`src/rtl/uart_pkg.sv`:
```
// Shared UART definitions used by both the transmit and the receive paths.
// Keeping state encodings and baud/frame constants here keeps both ends
// of the link consistent.
package uart_pkg;

  // Line-state encoding shared by TX and RX.
  typedef enum logic [2:0] {
    ST_IDLE   = 3'd0,
    ST_START  = 3'd1,
    ST_DATA   = 3'd2,
    ST_PARITY = 3'd3,
    ST_STOP   = 3'd4
  } uart_state_e;

  // 50 MHz system clock / 9600 baud.
  localparam int unsigned UART_CLKS_PER_BIT_DEFAULT = 5208;

  localparam int unsigned BITS_PER_BYTE   = 8;
  localparam int unsigned BYTES_PER_FRAME = 2;

  // Even parity: the parity bit makes the total count of ones even.
  function automatic logic even_parity(input logic [7:0] data);
    return ^data;
  endfunction

endpackage

```
`src/rtl/uart_bit_timer.sv`:
```
// Bit-period timer: counts 0..CLKS_PER_BIT-1 and flags the last cycle of
// each bit period. Held at zero while clear is high, so the first bit
// after a clear lasts exactly CLKS_PER_BIT cycles. The receiver can use
// the same block for mid-bit sampling.
module uart_bit_timer #(
  parameter int unsigned CLKS_PER_BIT = 5208
) (
  input  logic clock,
  input  logic reset,
  input  logic clear,
  output logic bit_end
);

  localparam int unsigned CW = $clog2(CLKS_PER_BIT);
  localparam logic [CW-1:0] LAST = CW'(CLKS_PER_BIT - 1);

  logic [CW-1:0] cnt_q;
  logic [CW-1:0] cnt_d;

  assign bit_end = (cnt_q == LAST);

  // Next count: restart on clear or at the terminal count, never wrap past it.
  always_comb begin
    cnt_d = cnt_q + CW'(1);
    if (clear || bit_end) begin
      cnt_d = '0;
    end
  end

  // Counter register.
  always_ff @(posedge clock) begin
    if (reset) begin
      cnt_q <= '0;
    end else begin
      cnt_q <= cnt_d;
    end
  end

endmodule

```
`src/rtl/uart_tx_frame2.sv`:
```
// Two-byte UART transmitter (8N1): sends primeiroByte then segundoByte
// back-to-back, LSB first, with no idle gap between the two bytes.
// Defining UART_TX_FRAME2_PARITY_EN adds an even-parity bit per byte (8E1).
// All outputs are registered.
module uart_tx_frame2
  import uart_pkg::*;
#(
  parameter int unsigned CLKS_PER_BIT = UART_CLKS_PER_BIT_DEFAULT
) (
  input  logic       clock,
  input  logic       reset,
  input  logic       haDadosParaTransmitir,
  input  logic [7:0] primeiroByte,
  input  logic [7:0] segundoByte,
  output logic       indicaTransmissao,
  output logic       bitSerialAtualTX,
  output logic       bitsEstaoEnviados
);

  localparam logic [2:0] LAST_BIT  = 3'(BITS_PER_BYTE - 1);
  localparam logic       LAST_BYTE = 1'(BYTES_PER_FRAME - 1);

  uart_state_e state_q, state_d;
  logic [2:0]  bit_idx_q, bit_idx_d;
  logic        byte_idx_q, byte_idx_d;
  logic [7:0]  byte0_q, byte0_d;
  logic [7:0]  byte1_q, byte1_d;
  logic        tx_q, tx_d;
  logic        busy_q, busy_d;
  logic        done_q, done_d;

  logic        timer_clear;
  logic        bit_end;
  logic [7:0]  cur_byte;
  logic [2:0]  next_bit;

  assign cur_byte = byte_idx_q ? byte1_q : byte0_q;
  assign next_bit = bit_idx_q + 3'd1;

  uart_bit_timer #(
    .CLKS_PER_BIT (CLKS_PER_BIT)
  ) u_bit_timer (
    .clock   (clock),
    .reset   (reset),
    .clear   (timer_clear),
    .bit_end (bit_end)
  );

  // Next-state and next-output logic; the line value for the upcoming
  // bit is computed together with the transition so tx stays registered.
  always_comb begin
    state_d     = state_q;
    bit_idx_d   = bit_idx_q;
    byte_idx_d  = byte_idx_q;
    byte0_d     = byte0_q;
    byte1_d     = byte1_q;
    tx_d        = tx_q;
    busy_d      = busy_q;
    done_d      = 1'b0;
    timer_clear = 1'b0;

    unique case (state_q)
      ST_IDLE: begin
        tx_d        = 1'b1;
        busy_d      = 1'b0;
        timer_clear = 1'b1;
        if (haDadosParaTransmitir) begin
          byte0_d    = primeiroByte;
          byte1_d    = segundoByte;
          byte_idx_d = 1'b0;
          state_d    = ST_START;
          tx_d       = 1'b0;
          busy_d     = 1'b1;
        end
      end

      ST_START: begin
        if (bit_end) begin
          state_d   = ST_DATA;
          bit_idx_d = 3'd0;
          tx_d      = cur_byte[0];
        end
      end

      ST_DATA: begin
        if (bit_end) begin
          if (bit_idx_q == LAST_BIT) begin
`ifdef UART_TX_FRAME2_PARITY_EN
            state_d = ST_PARITY;
            tx_d    = even_parity(cur_byte);
`else
            state_d = ST_STOP;
            tx_d    = 1'b1;
`endif
          end else begin
            bit_idx_d = next_bit;
            tx_d      = cur_byte[next_bit];
          end
        end
      end

`ifdef UART_TX_FRAME2_PARITY_EN
      ST_PARITY: begin
        if (bit_end) begin
          state_d = ST_STOP;
          tx_d    = 1'b1;
        end
      end
`endif

      ST_STOP: begin
        if (bit_end) begin
          if (byte_idx_q == LAST_BYTE) begin
            state_d = ST_IDLE;
            tx_d    = 1'b1;
            busy_d  = 1'b0;
            done_d  = 1'b1;
          end else begin
            byte_idx_d = byte_idx_q + 1'b1;
            state_d    = ST_START;
            tx_d       = 1'b0;
          end
        end
      end

      default: begin
        state_d = ST_IDLE;
        tx_d    = 1'b1;
        busy_d  = 1'b0;
      end
    endcase
  end

  // State and output registers; reset abandons any frame without a done pulse.
  always_ff @(posedge clock) begin
    if (reset) begin
      state_q    <= ST_IDLE;
      bit_idx_q  <= 3'd0;
      byte_idx_q <= 1'b0;
      byte0_q    <= 8'h00;
      byte1_q    <= 8'h00;
      tx_q       <= 1'b1;
      busy_q     <= 1'b0;
      done_q     <= 1'b0;
    end else begin
      state_q    <= state_d;
      bit_idx_q  <= bit_idx_d;
      byte_idx_q <= byte_idx_d;
      byte0_q    <= byte0_d;
      byte1_q    <= byte1_d;
      tx_q       <= tx_d;
      busy_q     <= busy_d;
      done_q     <= done_d;
    end
  end

  assign bitSerialAtualTX  = tx_q;
  assign indicaTransmissao = busy_q;
  assign bitsEstaoEnviados = done_q;

endmodule

```
`config.mk`:
```
export PLATFORM = sky130hd
export DESIGN_NAME = uart_tx_frame2
export DESIGN_NICKNAME = d
export VERILOG_FILES = /design/src/rtl/uart_pkg.sv /design/src/rtl/uart_bit_timer.sv /design/src/rtl/uart_tx_frame2.sv
export SDC_FILE = /design/constraint.sdc
export NUM_CORES = 1
export LEC_CHECK = 0
export ABC_AREA = 1
export BUFFER_PORTS_ARGS = -buffer_cell sky130_fd_sc_hd__buf_4
export CAP_MARGIN = 15
export CORE_MARGIN = 2
export CORE_UTILIZATION = 57
export DETAILED_ROUTE_END_ITERATION = 10
export GPL_TIMING_DRIVEN = 0
export PLACE_DENSITY = 0.9
export SETUP_SLACK_MARGIN = 0.02
export SLEW_MARGIN = 20
export SYNTH_ARGS = -nofsm -noshare
export SYNTH_HDL_FRONTEND = slang
export SYNTH_SLANG_ARGS = --single-unit
```
`constraint.sdc`:
```
create_clock -name clock -period 1.65 [get_ports clock]
set_input_delay 0.495 -clock clock [delete_from_list [all_inputs] [get_ports clock]]
set_output_delay 0.495 -clock clock [all_outputs]
set_load 0.005 [all_outputs]
```
==> metrics.cfg <==
[outcome]
status=complete, no violations

[final_layout]
nets=317
diodes=0
utilization_pct=72.0
drive_gt1_share_pct=19.6
area_growth_pct=20.4

[grt]
grt_first_pass_wirelength_um=6710
grt_overflow_total=0
track_usage_pct=24.6
grt_pass1_vias=1611
grt_max_degree=12
antenna_found_initial=0

[critical_path]
criticalPathCategory=flop to flop
critPathMaxFanout=10
cp.required_ps=1920
endpoint_kind=flop
crit_arrival_ps=1890
crit_path_start_kind=flop

[synth]
syn_avg_cell_area_um2=6.94
synth_seq_area_share_pct=42.8
yosys.area_share.adder_pct=2.06
synth_largest_area_cell=dfxtp_1
synth_edf_count=0
yosysMostFrequentCell=nand2_1
synth_area_leaders=dfxtp_1 (43%), nand2_1 (14%), nand3_1 (11%)
syn_nets=285
syn_area_um2=1830
synth_top_family_by_area=simple AND/OR/NAND/NOR gates
synth_cell_types=25
yosys_warnings=0
synthSimpleGateAreaFrac_pct=36.9
postSynthCellCount=263
synth-seq-cells=39
synth_xor_area_share_pct=0.480
synth_top_area_share_pct=42.8
synth_compound_area_share_pct=10.4
async_flop_share_pct=0
synth_common_cells=nand2_1 (69), nand3_1 (40), dfxtp_1 (39)
yosys-mux-area-fraction_pct=0
ys.flop_type=dfxtp_1

[drt]
drtPass1Iterations=4
drt_iter0_drc=118
via_per_inst=5.39
antenna_left=0
drc=0
via_count=1831
routed_wl_um=4210
wl_per_cell_um=12.4

[clock_tree]
cts_tree=done
ctsHoldBuffers=0
h-tree-depth=2
clock_path_buffers=2
cts_buffers=5
cts-root-buf=clkbuf_4
cts.sinks=39
clk_latency_ps=350
clk_pin_slew_ps=120

[floorplanning]
die_area_um2=3670
row_count=20
fp.dieW_um=60.6
core-area_um2=3050
start_util_pct=59.8
ioPinCount=22
die_h_um=60.6

[timing]
fin_hold_ws_ps=347
period_minus_slack_ps=1620
worst_pin_slew_ps=474
clock.fmax_mhz=616
setup_violations=0
hold_viol_final=0
slew_headroom_pct=68.4
tns_ps=0
min_period_over_period_pct=98.4
rsz0062_at_grt=yes
slew_viol_final=0
finClkSkew_ps=7.86

[flow_run]
max_cap_viol_count=0

[power]
p_per_area_nw_per_um2=1110
p_sw_share_pct=37.2
p_int_w=0.00153
pwr-share-comb_pct=33.9
leakagePower_nw=0.936
clock_power_share_pct=19.4
ir_drop_mv=0.627
p_switching_w=0.000907
power_frac_seq_pct=46.7

[placed_design]
gp_congestion=0.948
dpl.hpwl_um=2910
io_buffers=20

[hold_path]
hp-class=primary input to flop

==> layout make-up <==
class	instances	area [um^2]
buffer	8	37.5
multi-input combinational	189	980
clock inverter	1	5.00
fill	263	855
inverter	27	101
timing repair buffer	25	188
clock buffer	7	45.0
sequential	39	787
tap	44	55.1
==> kinds of logic after synthesis <==
kind of cell	after synthesis
AO/OA/AOI/OAI	35
flip-flops	39
AND/OR/NAND/NOR	150
adder cells (fa/ha/maj)	3
XOR/XNOR	1
buffers and inverters	35
==> placed cells by master (no fill, tap or decap), types with 2 or more instances in the layout <==
cell	synthesis	layout
nand2_1	69	64
nand3_1	40	39
dfxtp_1	39	36
a21oi_1	28	28
buf_4	0	26
inv_1	26	25
nor2_1	21	20
clkbuf_1	5	6
nand2_2	2	6
nor3_1	5	5
clkbuf_4	0	5
nor2_4	2	4
nand4_1	3	3
buf_2	3	2
a211oi_2	0	2
o21a_1	2	2
ha_1	3	2
dfxtp_2	0	2
==> flip-flops by register name (all words and copies together) (netlist names) <==
register / cells
indicaTransmissao: 1
byte_idx_q: 1
bit_idx_q: 3
byte0_q: 8
u_bit_timer.cnt_q: 13
bitsEstaoEnviados: 1
byte1_q: 8
bitSerialAtualTX: 1
state_q: 3
==> worst max-delay path, cell delays in order, from the launching register on <==
cell      delay, ps
dfxtp_4         380
ha_4            170
nand2_4          80
inv_1            60
nand3_1         120
nor2_2           70
nand2_2         130
nand3_2         130
buf_4           210
a211oi_2        200
==> path summary, 6_finish.rpt <==
kind	startpoint	end	slack [ps]	depth (start not counted)
worst max-delay path	u_bit_timer.cnt_q[0]	u_bit_timer.cnt_q[9]	30	9
worst max register to register	u_bit_timer.cnt_q[0]	u_bit_timer.cnt_q[9]	30	9
worst min-delay path	reset	state_q[1]	350	2
worst min register to register	u_bit_timer.cnt_q[0]	u_bit_timer.cnt_q[0]	450	1
==> metal layers <==
metal	up-vias	routed length, um	global-route usage (%)	part of all wire [%]
met5	-	0	0	0
met4	0	108	10.9	2.6
met3	14	267	7.04	6.3
met2	74	1930	38.6	46
met1	817	1910	31.5	45
li1	926	-	-	-
==> power by group through the flow <==
stage                     registers (W)  logic, W  clock network, W
after floorplan                 0.00113  0.000562                 0
after global placement          0.00115  0.000727                 0
after detailed placement        0.00115  0.000753                 0
after CTS                       0.00113  0.000768          0.000477
after global routing            0.00115  0.000947          0.000499
final                           0.00114  0.000826          0.000472
==> what timing repair did <==
| action | CTS | global route |
|---|---|---|
| setup buffers | 0 | 5 |
| resized for setup | 4 | 20 |
| pin swaps | 0 | 9 |
| endpoints found under the setup margin | 12 | 23 |
==> stage by stage <==
step,cell area (um^2),instances,setup WS [ps],power [W]
after floorplan,1830,263,183,0.00169
final,2200,340,27.1,0.00244
after CTS,2090,335,28.6,0.00238
after global routing,2200,340,-48.2,0.00260
after global placement,2030,327,34.2,0.00187
after detailed placement,2030,327,-14.5,0.00190
(Power assumes the default switching activity.)
